--- config.mk ---
export PLATFORM = sky130hd
export DESIGN_NAME = serial_ripple_subtractor
export DESIGN_NICKNAME = d
export VERILOG_FILES = /design/src/rtl/serial_sub_pkg.sv /design/src/rtl/full_subtractor.sv /design/src/rtl/serial_ripple_subtractor.sv
export SDC_FILE = /design/constraint.sdc
export NUM_CORES = 1
export LEC_CHECK = 0
export ABC_AREA = 1
export CORE_ASPECT_RATIO = 0.75
export CORE_MARGIN = 1
export CORE_UTILIZATION = 53
export CTS_CLUSTER_DIAMETER = 200
export DETAILED_ROUTE_END_ITERATION = 16
export PLACE_DENSITY = 0.79
export RECOVER_POWER = 100
export SETUP_SLACK_MARGIN = 0.2
export SLEW_MARGIN = 25
export SYNTH_ARGS = -nofsm -noshare
export SYNTH_HDL_FRONTEND = slang
export SYNTH_SLANG_ARGS = --single-unit
--- constraint.sdc ---
create_clock -name clk -period 3.5 [get_ports clk]
set_input_delay 0.875 -clock clk [delete_from_list [all_inputs] [get_ports clk]]
set_output_delay 0.875 -clock clk [all_outputs]
set_load 0.05 [all_outputs]
--- src/rtl/serial_sub_pkg.sv ---
// rtl/serial_sub_pkg.sv - shared types and sizing helper for the bit-serial subtractor
package serial_sub_pkg;

   typedef enum logic [1:0] {
      IDLE = 2'd0,
      RUN  = 2'd1,
      DONE = 2'd2
   } state_t;

   // One spare bit so the bit index can hold WIDTH itself without wrapping.
   function automatic int idx_width(input int width);
      return $clog2(width) + 1;
   endfunction

endpackage

--- src/rtl/full_subtractor.sv ---
// rtl/full_subtractor.sv - single-bit combinational full subtractor cell
module full_subtractor (
   input  logic a,
   input  logic b,
   input  logic bin,
   output logic diff,
   output logic bout
);

   assign diff = a ^ b ^ bin;
   assign bout = (~a & b) | (~(a ^ b) & bin);

endmodule

--- src/rtl/serial_ripple_subtractor.sv ---
// rtl/serial_ripple_subtractor.sv - LSB-first bit-serial a-b-bin with valid/ready; optional SERIAL_SUB_OVF_EN adds ovf
module serial_ripple_subtractor
   import serial_sub_pkg::*;
#(
   parameter int WIDTH = 4
) (
   input  logic             clk,
   input  logic             rst_n,
   input  logic             in_valid,
   output logic             in_ready,
   input  logic [WIDTH-1:0] a,
   input  logic [WIDTH-1:0] b,
   input  logic             bin,
   output logic             out_valid,
   input  logic             out_ready,
   output logic [WIDTH-1:0] diff,
`ifdef SERIAL_SUB_OVF_EN
   output logic             ovf,
`endif
   output logic             bout
);

   localparam int IDX_W = idx_width(WIDTH);
   localparam logic [IDX_W-1:0] LAST_IDX = IDX_W'(WIDTH - 1);

   state_t           state;
   logic [WIDTH-1:0] a_sh;
   logic [WIDTH-1:0] b_sh;
   logic             br;
   logic [IDX_W-1:0] idx;
   logic             cell_d;
   logic             cell_bo;

`ifdef SERIAL_SUB_OVF_EN
   // Operand sign bits are shifted out during RUN, so keep a copy for the overflow test.
   logic a_msb;
   logic b_msb;
`endif

   full_subtractor u_cell (
      .a    (a_sh[0]),
      .b    (b_sh[0]),
      .bin  (br),
      .diff (cell_d),
      .bout (cell_bo)
   );

   always_ff @(posedge clk or negedge rst_n) begin
      if (!rst_n) begin
         state     <= IDLE;
         in_ready  <= 1'b1;
         out_valid <= 1'b0;
         diff      <= '0;
         bout      <= 1'b0;
         a_sh      <= '0;
         b_sh      <= '0;
         br        <= 1'b0;
         idx       <= '0;
`ifdef SERIAL_SUB_OVF_EN
         a_msb     <= 1'b0;
         b_msb     <= 1'b0;
         ovf       <= 1'b0;
`endif
      end else begin
         case (state)
            IDLE: begin
               if (in_valid && in_ready) begin
                  a_sh     <= a;
                  b_sh     <= b;
                  br       <= bin;
                  idx      <= '0;
                  in_ready <= 1'b0;
                  state    <= RUN;
`ifdef SERIAL_SUB_OVF_EN
                  a_msb    <= a[WIDTH-1];
                  b_msb    <= b[WIDTH-1];
`endif
               end
            end

            RUN: begin
               // Result enters at the MSB so bit 0 reaches diff[0] after WIDTH shifts.
               diff <= {cell_d, diff[WIDTH-1:1]};
               a_sh <= a_sh >> 1;
               b_sh <= b_sh >> 1;
               br   <= cell_bo;
               idx  <= idx + 1'b1;
               if (idx == LAST_IDX) begin
                  bout      <= cell_bo;
                  out_valid <= 1'b1;
                  state     <= DONE;
`ifdef SERIAL_SUB_OVF_EN
                  ovf       <= (a_msb != b_msb) && (cell_d != a_msb);
`endif
               end
            end

            DONE: begin
               if (out_ready) begin
                  out_valid <= 1'b0;
                  in_ready  <= 1'b1;
                  state     <= IDLE;
               end
            end

            default: begin
               state     <= IDLE;
               in_ready  <= 1'b1;
               out_valid <= 1'b0;
            end
         endcase
      end
   end

endmodule

==> impl_metrics.csv, run 1 <==
group,metric,value,unit
timing,setup_viol,0,
timing,fin_crit,2600,ps
placement,place_hpwl,1.39,mm
global_routing,grt_first_pass_wirelength,3.26,mm
timing,hold_violations,0,
clock_network,root_buffer,"clkbuf_4",
route,route.detailed.drc,0,
global_routing,grt_max_degree,22,
logic_synthesis,synth_area,988,um^2
worst_setup_path,cp_max_fo,3,
timing,slew_violations,0,
logic_synthesis,ys_warn_count,0,
placement,numPortBuffers,19,
die,die-area,0.00204,mm^2
worst_setup_path,r2r-end,"b_sh[2]",
clock_network,cts_resized,0,
timing,finClkSkew,3.13,ps
clock_network,tritoncts,"built",
die,die_h,39.4,um
clock_network,clkSinkCount,21,
die,pin_count,20,
worst_setup_path,cp.depth,1,
timing,rsz0062_at_grt,"no",
worst_setup_path,path_class,"reg2out",
finish,multi_input_area,368,um^2
placement,place_area,0.00118,mm^2
finish,final_cell_mix,"nand2_1, dfrtp_1, o21ai_0, inv_1, clkdlybuf4s50_1",
global_routing,use_met3,0.0814,
worst_hold_path,worstHoldStart,"in_ready",
global_routing,grtUsageMet1,0.275,
route,vias_per_cell,4.98,
clock_network,cts_buffers,3,
worst_setup_path,crit_start,"in_ready",
worst_setup_path,critPathCaptureType,"output pin",
die,dieWidth,51.9,um
worst_setup_path,r2r_cells,6,
finish,layout.nets,154,
finish,final_common_cell,"nand2_1",
global_routing,gr-usage-all-layers,0.226,
finish,n_antenna_cell,0,
logic_synthesis,synth_cells,117,
worst_setup_path,crit_buf_inv,1,
worst_setup_path,reg2reg_from,"state[1]",
logic_synthesis,netlist.area_leader.share,0.506,
finish,fillCellCount,151,
timing,worstMarginPinSlew,1110,ps
finish,final_area,0.00118,mm^2
logic_synthesis,ys_async_sr_fraction,1.00,
finish,drive_gt1_frac,0.0438,
route,drt_iter0_markers,12,
route,dr_total_vias,792,
power,finalPower,1050,uW
worst_setup_path,worstPathRequired,2620,ps
die,start_util,0.568,
logic_synthesis,synth_area_leader_cell,"dfrtp_1",
worst_setup_path,cp-start-kind,"flop",
logic_synthesis,seq_area_frac_synth,0.533,
logic_synthesis,synth_fp_nets,133,
worst_setup_path,endpoint,"in_ready",
logic_synthesis,synth_edf_count,0,
outcome,run_status,"complete, no violations",
worst_setup_path,crit_slowest_cell,"dlygate4sd3_1",
worst_setup_path,slowest_delay,870,ps
flow_run,cap_violations,0,
logic_synthesis,dominantRegCellSynth,"dfrtp_1",
logic_synthesis,yosys_register_bits,21,
timing,post-route-period-util,0.744,
die,core_area,0.00174,mm^2
worst_setup_path,crit_family,"buffers and inverters",
worst_hold_path,hold_class,"reg2reg",
logic_synthesis,syn_area_per_cell,8.45,um^2
timing,maxSlewHeadroom,0.257,
global_routing,grt_pass1_vias,769,
route,drtPass1Iterations,4,
worst_setup_path,worstPathCellList,"dlygate4sd3_1",
clock_network,path_clk_slew,110,ps
power,power_leakage,0.000610,uW
power,power-per-cell-area,889,mW/mm^2
timing,max_clock_freq,384,MHz
global_routing,overflow,0,
power,vdd_ir_drop_max,549,uV
route,route.antenna.remaining_nets,0,
logic_synthesis,netlist_top_cells_area,"dfrtp_1, nand2_1, o21ai_0",
logic_synthesis,yosysUniqueCellTypes,17,
finish,area_growth,19.5,%
finish,regArea,527,um^2
clock_network,htreeDepth,1,
route,drt_wl_total,1.90,mm
clock_network,post_cts_buffers,0,
worst_setup_path,worst-r2r-setup-slack,1300,ps
global_routing,antenna_found_initial,0,
route,wl_per_cell,11.9,um
placement,place_congestion,0.738,
worst_setup_path,worstPathArrival,1730,ps
clock_network,clock_latency,300,ps
clock_network,cts_buffer_depth,2,
global_routing,gr-max-usage-layer,"met2",
die,rows,13,
timing,setup_tns,0,ps
global_routing,met2_usage,0.388,
clock_network,cts-hold-fix-buffers,0,
[report_power, final]
group	switching (uW)	total, uW	internal (uW)
clock network	70.5	115	44.5
logic	357	522	164
registers	62.7	413	351
[worst min path at each step]
stage,to,cells after the start
after floorplan,idx[1],2
after global placement,idx[1],2
after detailed placement,in_ready,2
after CTS,in_ready,2
after global routing,a_sh[1],2
final,in_ready,2
[synthesized netlist by cell type (2+ instances only)]
cell / number
nor2_1: 4
dfrtp_1: 20
o21ai_0: 11
nand3_1: 3
ha_1: 2
buf_6: 2
nand2_1: 52
inv_2: 2
o21ai_2: 3
inv_1: 11
[cell type report]
| class | instances | area share |
|---|---|---|
| Timing Repair Buffer | 19 | 0.156 |
| Inverter | 13 | 0.0413 |
| Tap cell | 22 | 0.0233 |
| Multi-Input combinational cell | 80 | 0.311 |
| Clock buffer | 4 | 0.0222 |
| Sequential cell | 21 | 0.446 |
[routing by layer]
| layer | part of all wire | routed length, um |
|---|---|---|
| met1 | 0.47 | 886 |
| met4 | 0.0047 | 9 |
| met2 | 0.48 | 916 |
| met3 | 0.044 | 83 |
| met5 | 0 | 0 |
[per-stage QoR]
step	hold slack, ps	utilization	setup slack [ps]	instances
floorplan	446	-	1950	117
global placement	459	0.677	1320	155
detailed placement	468	0.677	1300	155
CTS	485	0.692	952	159
global route	509	0.679	857	159
finish	481	0.679	895	159
[sequential cells by signal (all words and copies together), names as in the netlist]
register and cells:
a_sh 4, b_sh 4, diff 4, idx 3
state 2, bout 1, br 1, in_ready 1
out_valid 1
[cells by family after synthesis]
kind of cell	count (synthesis)	synth area share
AND/OR/NAND/NOR	62	0.253
adder cells (fa/ha/maj)	3	0.0456
buffers and inverters	16	0.0772
flip-flops	21	0.533
AO/OA/AOI/OAI	15	0.0911
No activity file was read; power rests on OpenSTA's default activity.
==> run 2: changes to the inputs <==
Settings changed: CORE_UTILIZATION 53 to 49, PLACE_DENSITY 0.79 to 0.74.
Clock period 3.5 ns to 2.55 ns, I/O delays scaled along.
==> run 2 against run 1 <==
Sequential cell count did not move. Register-to-register slack got worse by 880 ps. Critical path type unchanged. Sequential power rose by 36%. Clock skew rose by 1.3 ps. Total power rose by 36%. First-iteration DRC count fell by 33%. Die area rose by 7.8%.
==> impl_metrics.csv, run 2 (same netlist as run 1, synthesis figures left out) <==
group,metric,value,unit
timing,setup_tns,0,ps
die,die-area,0.00220,mm^2
power,seqPwrFrac,0.393,
global_routing,gr-usage-all-layers,0.188,
power,p_int,766,uW
worst_setup_path,crit_family,"buffers and inverters",
clock_network,clock_latency,300,ps
finish,final_common_cell,"nand2_1",
clock_network,cts-hold-fix-buffers,0,
outcome,run_status,"complete, no violations",
worst_setup_path,cp-start-kind,"flop",
worst_setup_path,worstPathArrival,1730,ps
die,die_h,40.9,um
power,clockPowerShare,0.110,
clock_network,root_buffer,"clkbuf_4",
die,dieWidth,53.9,um
worst_setup_path,worstPathCellList,"dlygate4sd3_1",
placement,numPortBuffers,19,
finish,fillCellCount,158,
placement,place_area,0.00119,mm^2
placement,place_congestion,0.773,
worst_setup_path,crit_start,"in_ready",
global_routing,grtUsageMet1,0.242,
worst_setup_path,cp_max_fo,3,
route,dr_total_vias,761,
die,start_util,0.547,
timing,worst_slack,183,ps
timing,rsz0062_at_grt,"no",
global_routing,use_met3,0.0778,
clock_network,tritoncts,"built",
timing,fin_crit,2370,ps
power,power-per-cell-area,1190,mW/mm^2
power,finalPower,1420,uW
worst_setup_path,crit_buf_inv,1,
worst_setup_path,crit_slowest_cell,"dlygate4sd3_1",
placement,pre_cts_ws,581,ps
timing,hold_slack,490,ps
clock_network,clkSinkCount,21,
worst_setup_path,cp.depth,1,
worst_setup_path,worstPathRequired,1910,ps
finish,multi_input_area,372,um^2
power,power_switching,658,uW
power,power_leakage,0.000616,uW
finish,final_cell_mix,"nand2_1, dfrtp_1, inv_1, o21ai_0, clkdlybuf4s50_1",
die,core_area,0.00181,mm^2
worst_setup_path,reg2reg_from,"state[1]",
clock_network,post_cts_buffers,0,
flow_run,cap_violations,0,
global_routing,met2_usage,0.306,
finish,drive_gt1_frac,0.0507,
route,drt_iter0_markers,8,
worst_setup_path,r2r_cells,6,
timing,finClkSkew,4.48,ps
die,pin_count,20,
route,route.antenna.remaining_nets,0,
route,drt_wl_total,1.76,mm
global_routing,grt_max_degree,22,
global_routing,antenna_found_initial,0,
worst_setup_path,path_class,"reg2out",
worst_setup_path,slowest_delay,870,ps
placement,place_hpwl,1.30,mm
timing,setup_viol,0,
worst_setup_path,critPathCaptureType,"output pin",
power,switching_share,0.462,
timing,slew_violations,0,
timing,worstMarginPinSlew,1330,ps
power,vdd_ir_drop_max,646,uV
timing,post-route-period-util,0.928,
timing,max_clock_freq,422,MHz
clock_network,cts_buffers,3,
finish,n_antenna_cell,0,
die,rows,13,
route,vias_per_cell,4.76,
timing,maxSlewHeadroom,0.105,
route,route.detailed.drc,0,
global_routing,grt_pass1_vias,625,
finish,regArea,527,um^2
finish,layout.nets,155,
clock_network,cts_buffer_depth,2,
route,wl_per_cell,11.0,um
global_routing,overflow,0,
timing,hold_violations,0,
finish,top_regs,"a_sh: 4 flops, b_sh: 4 flops, diff: 4 flops",
power,comb_power_share,0.496,
clock_network,htreeDepth,1,
worst_setup_path,r2r-end,"a_sh[2]",
finish,area_growth,20.9,%
worst_setup_path,endpoint,"in_ready",
worst_hold_path,hold_class,"reg2reg",
global_routing,grt_first_pass_wirelength,2.76,mm
route,drtPass1Iterations,4,
global_routing,gr-max-usage-layer,"met2",
clock_network,path_clk_slew,110,ps
clock_network,cts_resized,0,
worst_setup_path,worst-r2r-setup-slack,420,ps
finish,final_area,0.00119,mm^2
## run 2: cell types whose count changed in the layout (fill, tap and decap cells not counted), sizes merged
cell         delta
dlygate4sd3     +1
## run 2: layout make-up
class	count	area share
Timing Repair Buffer	20	0.162
Sequential cell	21	0.441
Inverter	13	0.0408
Tap cell	22	0.0230
Multi-Input combinational cell	80	0.311
Clock buffer	4	0.0220
## run 2: worst min-delay path: stages (launching register included)
cell and delay (ps):
dfrtp_1 360, nand2_1 50, o21ai_0 60
## run 2: power by group through the flow
stage | clock (uW) | sequential (uW) | combinational (uW)
after floorplan | 0 | 719 | 419
after global placement | 0 | 568 | 732
after detailed placement | 0 | 574 | 749
after CTS | 164 | 567 | 753
after global routing | 179 | 581 | 805
final | 157 | 560 | 707
## run 2: worst min path at each step
stage / startpoint / endpoint / slack [ps] / cells past startpoint
4_1_cts: b_sh[0] / b_sh[0] / 490 / 2
3_5_place_dp: b_sh[0] / b_sh[0] / 470 / 2
2_1_floorplan: rst_n / a_sh[0] / 340 / 0
3_3_place_gp: idx[1] / idx[1] / 460 / 2
5_1_grt: bout / bout / 510 / 2
6_report: bout / bout / 490 / 2
## run 2: through the flow
stage / util / instances
5_1_grt: 0.662 / 160
6_report: 0.662 / 160
2_1_floorplan: - / 117
3_3_place_gp: 0.657 / 156
3_5_place_dp: 0.657 / 156
4_1_cts: 0.672 / 160
## run 2: per-layer routing
metal / vias to the layer above / part of all wire
met4: 0 / 0
li1: 403 / -
met1: 345 / 0.52
met2: 13 / 0.44
met5: - / 0
met3: 0 / 0.041
